$ cat src/rtl/dmem_arbiter_pkg.sv
// Shared types for the data-memory arbiter: FSM states, owner ids and counter width.
package dmem_arbiter_pkg;

    typedef enum logic [1:0] {
        IDLE = 2'd0,
        OWN0 = 2'd1,
        OWN1 = 2'd2
    } arb_state_t;

    typedef enum logic [1:0] {
        OWN_NONE = 2'd0,
        OWN_M0   = 2'd1,
        OWN_M1   = 2'd2
    } owner_t;

    localparam int unsigned CNT_W = 8;

endpackage

$ cat src/rtl/dmem_arbiter_if.sv
// Per-master request/ack bus into the data-memory arbiter.
interface dmem_arbiter_if #(
    parameter int AW = 32,
    parameter int DW = 32
);
    logic          req;
    logic          wr;
    logic          lock;
    logic [AW-1:0] addr;
    logic [DW-1:0] wdata;
    logic          ack;
    logic [DW-1:0] rdata;

    modport master (output req, wr, lock, addr, wdata, input ack, rdata);
    modport slave  (input req, wr, lock, addr, wdata, output ack, rdata);
endinterface

$ cat src/rtl/dmem_arbiter_satcnt.sv
// 8-bit saturating counter: counts up to limit, clr has priority over inc.
module dmem_arb_satcnt
    import dmem_arbiter_pkg::*;
(
    input  logic             clk,
    input  logic             inc,
    input  logic             clr,
    input  logic [CNT_W-1:0] limit,
    output logic             at_limit
);

    logic [CNT_W-1:0] count;

    always_ff @(posedge clk) begin
        if (clr)
            count <= '0;
        else if (inc && (count < limit))
            count <= count + CNT_W'(1);
    end

    assign at_limit = (count >= limit);

endmodule

$ cat src/rtl/dmem_arbiter.sv
// Two-master arbiter for the single-port data memory: m0 priority, m1 starvation escalation, bounded lock.
// Optional perf counters enabled by defining ARB_PERF_EN.
module dmem_arbiter
    import dmem_arbiter_pkg::*;
#(
    parameter int          AW           = 32,
    parameter int          DW           = 32,
    parameter int unsigned STARVE_LIMIT = 8,
    parameter int unsigned LOCK_MAX     = 16
) (
    input  logic           clk,
    input  logic           reset,
    dmem_arbiter_if.slave  m0,
    dmem_arbiter_if.slave  m1,
    output logic           mem_wr,
    output logic           mem_re,
    output logic [AW-1:0]  mem_addr,
    output logic [DW-1:0]  mem_wdata,
    input  logic [DW-1:0]  mem_rdata,
    output logic [31:0]    perf_m0_stall,
    output logic [31:0]    perf_m1_stall,
    output logic [31:0]    perf_conflict
);

    localparam logic [CNT_W-1:0] STARVE_LIM = CNT_W'(STARVE_LIMIT);
    // lock counter limit is one below LOCK_MAX so at_limit flags the LOCK_MAX-th grant itself
    localparam logic [CNT_W-1:0] LOCK_LIM   = CNT_W'(LOCK_MAX - 1);

    arb_state_t state;
    owner_t     owner;
    logic       grant0, grant1, sel_wr, lock_take;
    logic       starved, lock_last;

    always_comb begin
        owner = OWN_NONE;
        if (!reset) begin
            unique case (state)
                IDLE: begin
                    if (m1.req && (!m0.req || starved))
                        owner = OWN_M1;
                    else if (m0.req)
                        owner = OWN_M0;
                end
                OWN0:    if (m0.req) owner = OWN_M0;
                OWN1:    if (m1.req) owner = OWN_M1;
                default: owner = OWN_NONE;
            endcase
        end
    end

    assign grant0    = (owner == OWN_M0);
    assign grant1    = (owner == OWN_M1);
    assign sel_wr    = grant1 ? m1.wr : m0.wr;
    assign lock_take = (grant0 && m0.lock) || (grant1 && m1.lock);

    assign mem_addr  = grant1 ? m1.addr  : m0.addr;
    assign mem_wdata = grant1 ? m1.wdata : m0.wdata;
    assign mem_wr    = (grant0 || grant1) && sel_wr;
    assign mem_re    = (grant0 || grant1) && !sel_wr;

    assign m0.ack    = grant0;
    assign m1.ack    = grant1;
    assign m0.rdata  = (grant0 && !m0.wr) ? mem_rdata : '0;
    assign m1.rdata  = (grant1 && !m1.wr) ? mem_rdata : '0;

    always_ff @(posedge clk) begin
        if (reset)
            state <= IDLE;
        else begin
            unique case (owner)
                OWN_M0:  state <= (m0.lock && !lock_last) ? OWN0 : IDLE;
                OWN_M1:  state <= (m1.lock && !lock_last) ? OWN1 : IDLE;
                default: state <= IDLE;
            endcase
        end
    end

    dmem_arb_satcnt u_wait1 (
        .clk      (clk),
        .inc      (m1.req && !grant1),
        .clr      (reset || !m1.req || grant1),
        .limit    (STARVE_LIM),
        .at_limit (starved)
    );

    dmem_arb_satcnt u_lock_cnt (
        .clk      (clk),
        .inc      (lock_take),
        .clr      (reset || !lock_take || lock_last),
        .limit    (LOCK_LIM),
        .at_limit (lock_last)
    );

`ifdef ARB_PERF_EN
    always_ff @(posedge clk) begin
        if (reset) begin
            perf_m0_stall <= '0;
            perf_m1_stall <= '0;
            perf_conflict <= '0;
        end else begin
            if (m0.req && !grant0) perf_m0_stall <= perf_m0_stall + 32'd1;
            if (m1.req && !grant1) perf_m1_stall <= perf_m1_stall + 32'd1;
            if (m0.req && m1.req)  perf_conflict <= perf_conflict + 32'd1;
        end
    end
`else
    assign perf_m0_stall = '0;
    assign perf_m1_stall = '0;
    assign perf_conflict = '0;
`endif

endmodule

$ cat src/flat_wrapper.sv
// flat-port wrapper written by rule: the top's interface ports become plain ports
module dmem_arbiter_flat import dmem_arbiter_pkg::*;
#(
    parameter int          AW           = 32,
    parameter int          DW           = 32,
    parameter int unsigned STARVE_LIMIT = 8,
    parameter int unsigned LOCK_MAX     = 16
)
  (clk, reset, mem_wr, mem_re, mem_addr, mem_wdata, mem_rdata, perf_m0_stall, perf_m1_stall, perf_conflict, m0_req, m0_wr, m0_lock, m0_addr, m0_wdata, m0_ack, m0_rdata, m1_req, m1_wr, m1_lock, m1_addr, m1_wdata, m1_ack, m1_rdata);
  dmem_arbiter_if #(.AW(AW), .DW(DW)) m0_i ();
  dmem_arbiter_if #(.AW(AW), .DW(DW)) m1_i ();
  input  logic clk;
  input  logic reset;
  output logic mem_wr;
  output logic mem_re;
  output logic [AW-1:0] mem_addr;
  output logic [DW-1:0] mem_wdata;
  input  logic [DW-1:0] mem_rdata;
  output logic [31:0] perf_m0_stall;
  output logic [31:0] perf_m1_stall;
  output logic [31:0] perf_conflict;
  input wire logic [$bits(m0_i.req)-1:0] m0_req;
  input wire logic [$bits(m0_i.wr)-1:0] m0_wr;
  input wire logic [$bits(m0_i.lock)-1:0] m0_lock;
  input wire logic [$bits(m0_i.addr)-1:0] m0_addr;
  input wire logic [$bits(m0_i.wdata)-1:0] m0_wdata;
  output wire logic [$bits(m0_i.ack)-1:0] m0_ack;
  output wire logic [$bits(m0_i.rdata)-1:0] m0_rdata;
  input wire logic [$bits(m1_i.req)-1:0] m1_req;
  input wire logic [$bits(m1_i.wr)-1:0] m1_wr;
  input wire logic [$bits(m1_i.lock)-1:0] m1_lock;
  input wire logic [$bits(m1_i.addr)-1:0] m1_addr;
  input wire logic [$bits(m1_i.wdata)-1:0] m1_wdata;
  output wire logic [$bits(m1_i.ack)-1:0] m1_ack;
  output wire logic [$bits(m1_i.rdata)-1:0] m1_rdata;
  assign m0_i.req = m0_req;
  assign m0_i.wr = m0_wr;
  assign m0_i.lock = m0_lock;
  assign m0_i.addr = m0_addr;
  assign m0_i.wdata = m0_wdata;
  assign m0_ack = m0_i.ack;
  assign m0_rdata = m0_i.rdata;
  assign m1_i.req = m1_req;
  assign m1_i.wr = m1_wr;
  assign m1_i.lock = m1_lock;
  assign m1_i.addr = m1_addr;
  assign m1_i.wdata = m1_wdata;
  assign m1_ack = m1_i.ack;
  assign m1_rdata = m1_i.rdata;
  dmem_arbiter #(.AW(AW), .DW(DW), .STARVE_LIMIT(STARVE_LIMIT), .LOCK_MAX(LOCK_MAX)) u_core (.clk(clk), .reset(reset), .m0(m0_i), .m1(m1_i), .mem_wr(mem_wr), .mem_re(mem_re), .mem_addr(mem_addr), .mem_wdata(mem_wdata), .mem_rdata(mem_rdata), .perf_m0_stall(perf_m0_stall), .perf_m1_stall(perf_m1_stall), .perf_conflict(perf_conflict));
endmodule
$ cat config.mk
export PLATFORM = sky130hd
export DESIGN_NAME = dmem_arbiter_flat
export DESIGN_NICKNAME = d
export VERILOG_FILES = /design/src/rtl/dmem_arbiter_pkg.sv /design/src/rtl/dmem_arbiter_if.sv /design/src/rtl/dmem_arbiter_satcnt.sv /design/src/rtl/dmem_arbiter.sv /design/src/flat_wrapper.sv
export SDC_FILE = /design/constraint.sdc
export NUM_CORES = 1
export LEC_CHECK = 0
export CORE_AREA = 3 3 155 157
export CTS_CLUSTER_DIAMETER = 120
export CTS_CLUSTER_SIZE = 25
export DETAILED_ROUTE_END_ITERATION = 6
export DIE_AREA = 0 0 158 160
export GPL_ROUTABILITY_DRIVEN = 0
export PLACE_DENSITY_LB_ADDON = 0.08
export SLEW_MARGIN = 20
export SYNTH_ARGS = -nofsm -noshare
export SYNTH_HDL_FRONTEND = slang
export SYNTH_SLANG_ARGS = --single-unit
$ cat constraint.sdc
create_clock -name clk -period 5.5 [get_ports clk]
set_clock_uncertainty 0.2 [all_clocks]
set_input_delay 1.65 -clock clk [delete_from_list [all_inputs] [get_ports clk]]
set_output_delay 1.65 -clock clk [all_outputs]
set_load 0.005 [all_outputs]
==> impl_metrics.toml <==
[timing]
tightest_slew_ns = 0.499
whs_ns = 0.258
hold_violations = 0
layout_min_cycle_time_ns = 5.41
fin_ws_ns = 0.0919
fin_crit_sh = 0.983
setup_viol = 0
maxSlewHeadroom = 0.666
fmax_mhz = 185
finalSetupTns_ns = 0
grt_setup_unrepaired = "false"
slew_violations = 0

[final_layout]
synthToLayoutAreaGrowth_pct = 132
antenna_cells = 0
fin_cells = 924
final_nets = 813
n_fill_cell = 2455
final_util = 0.274
finalInstanceArea_sq_um = 6200
drive_gt1_frac = 0.175

[synthesis]
synth_area_sq_um = 2670
synth_edf_count = 0
synth_top_cell_by_area = "buf_4"
synth-main-ff-cell = "dfxtp_1"
synth_top_area_frac = 0.270
postSynthCellCount = 318
synth-seq-area-share = 0.135
synthArstFlopShare = 0
yosys-top-cells-area = "buf_4 (27%), mux2_2 (27%), and2_1 (16%)"
ys_ff_latch = 18
synth_area_per_cell_sq_um = 8.39
yosys.cell_types.count = 36
yosys_warnings = 0

[clock_tree]
cts_tree = "yes"
clock_path_buffers = 2
numCtsBuffers = 3
clk_latency_ns = 0.25
cts_hold_buf = 0
ctsHtreeMaxLevel = 1
cts_num_sinks = 18
clkTransAtPathRegs_ns = 0.05
cts_root_buf = "clkbuf_16"

[floorplan]
core_sq_um = 22600
die_h_um = 160
placementRows = 55
die_width_um = 158
start_util = 0.118
ioPinCount = 396
dieArea_sq_um = 25300

[setup_path]
critPathKind = "in -> out"
r2r-end = "u_core.u_wait1.count[2]$_SDFFE_PP0P_"
critPathMaxFanout = 9
cp_top_family = "buffers and inverters"
critical_path.endpoint = "mem_wdata[14]"
crit_path_max_incr_delay_ns = 0.36
end_kind = "primary output"
reg2reg_from = "u_core.u_wait1.count[3]$_SDFFE_PP0P_"
worst-path-buf-inv = 6
cp_slowest_cell = "a311o_1"
crit_path_start = "reset"
path_depth = 9
ff2ff_path_depth = 10
crit_chain = "dlygate4sd2_1, buf_6, a311o_1, ha_4, buf_6, buf_12, buf_4, mux2_2, dlygate4sd2_1"
crit_arrival_ns = 3.56
r2r_slack_ns = 2.04
required_ns = 3.65
crit_path_start_kind = "primary input"

[detailed_routing]
drtIter0Drc = 43
wl_met2_um = 7420
drt-met1-wl_um = 3860
via_per_inst = 3.40
vias = 3140
highest_layer = "met4"
ant_nets = 0
wl_um = 13300
firstDrtPassIters = 4
routedWlPerCell_um = 14.3
wl_met3_um = 1890
route.detailed.drc = 0

[power_and_ir_drop]
vdd_ir_drop_max_mv = 0.0854
p_per_area_nw_per_um2 = 96.0
total_leakage_power_nw = 3.56
p_total_uw = 595

[placed_design]
portBuffers = 299
dp_hpwl_um = 10700
placed_cells = 901
dpl_cell_area_sq_um = 5750
dpl_worst_slack_ns = -0.275

[global_routing]
grt_max_degree = 33
antenna_found_initial = 0
grt_pass1_wl_um = 18100
grt_pass1_vias = 3306
grt_usage = 0.0911
grt_overflow = 0

[flow_run]
maxCapViolations = 0

[min_path]
holdCritStartpoint = "u_core.u_lock_cnt.count[0]$_SDFFE_PP0P_"
hold_class = "reg -> reg"

[run_status]
outcome = "finished clean"
[power by group]
part | leakage (nW) | switching [mW] | total (mW) | internal, mW
clock | 0.0442 | 0.0485 | 0.159 | 0.111
combinational | 3.37 | 0.0957 | 0.302 | 0.206
sequential | 0.147 | 0.00116 | 0.134 | 0.133
total | 3.56 | 0.145 | 0.595 | 0.450
[layer usage]
layer | GRT usage | vias to the layer above
met4 | 0.0137 | 0
met5 | 0 | -
met3 | 0.0352 | 6
li1 | - | 1494
met2 | 0.195 | 238
met1 | 0.0773 | 1402
[synth_stat cells (all sizes together) (2+ instances only)]
cell type / count
buf: 101
and2: 68
mux2: 64
dfxtp: 18
clkbuf: 9
nand2: 7
nor2: 7
ha: 5
inv: 4
nor2b: 4
nand2b: 3
o21ai: 3
mux2i: 2
nor3: 2
nor4: 2
or4: 2
[cell families after synthesis]
family / share of synthesized area
AO/OA/AOI/OAI: 0.0230
XOR/XNOR: 0.00656
adder cells (fa/ha/maj): 0.0234
buffers and inverters: 0.297
flip-flops: 0.135
multiplexers: 0.278
other: 0.00141
AND/OR/NAND/NOR: 0.236
[registers in the layout, indices dropped and copies added (netlist names)]
register                 cells
u_core.u_wait1.count         8
u_core.state                 2
u_core.u_lock_cnt.count      8
[placed cells by master, fill, tap and decap left out, types with 2 or more instances in the layout]
cell type	synthesis	layout
mux2_2	64	63
inv_1	4	4
nand2_1	7	7
clkbuf_16	0	5
buf_6	0	2
dlygate4sd2_1	0	68
clkbuf_2	0	3
and2_1	68	68
nor2b_1	4	2
buf_12	0	6
nor4_1	2	2
nand2b_1	3	2
conb_1	1	100
buf_16	0	3
mux2i_1	2	2
dlymetal6s2s_1	0	60
ha_1	5	3
nor3_1	2	2
o21ai_0	3	3
clkdlybuf4s50_1	0	166
buf_4	96	16
nor2_1	7	7
dfxtp_1	18	18
nor2b_4	0	2
clkdlybuf4s15_1	0	2
[what timing repair did]
item | 4_1_cts | 5_1_grt
gates resized for setup | 86 | 69
cloned | 4 | 1
pin swaps | 4 | 3
endpoints found under the setup margin | 130 | 72
setup buffers | 14 | 0
[worst reg2reg max path, delay by kind of cell (launching register included)]
family,cells,cell delay (ns)
buffers and inverters,3,0.44
adders and majority gates,1,0.22
and+or+nand+nor,5,1.84
AOI/OAI and AO/OA,1,0.40
DFF,1,0.31
[worst min-delay path by stage]
stage | end | slack, ns | cells after the start
3_3_place_gp | u_core.u_lock_cnt.count[0]$_SDFFE_PP0P_ | 0.23 | 1
4_1_cts | u_core.u_lock_cnt.count[0]$_SDFFE_PP0P_ | 0.26 | 1
3_5_place_dp | u_core.u_wait1.count[5]$_SDFFE_PP0P_ | 0.25 | 1
2_1_floorplan | u_core.u_lock_cnt.count[0]$_SDFFE_PP0P_ | 0.22 | 1
6_report | u_core.u_lock_cnt.count[0]$_SDFFE_PP0P_ | 0.26 | 1
5_1_grt | u_core.u_wait1.count[6]$_SDFFE_PP0P_ | 0.27 | 1
[final cells by class]
cell class | instances | area (sq um) | share of cell area
multi-input cells | 285 | 1940 | 0.313
inverters | 4 | 15.0 | 0.00242
well taps | 285 | 357 | 0.0575
flip-flops and latches | 18 | 360 | 0.0581
clock buffers | 4 | 88.8 | 0.0143
repair buffers | 328 | 3440 | 0.555
(Power assumes the default switching activity.)
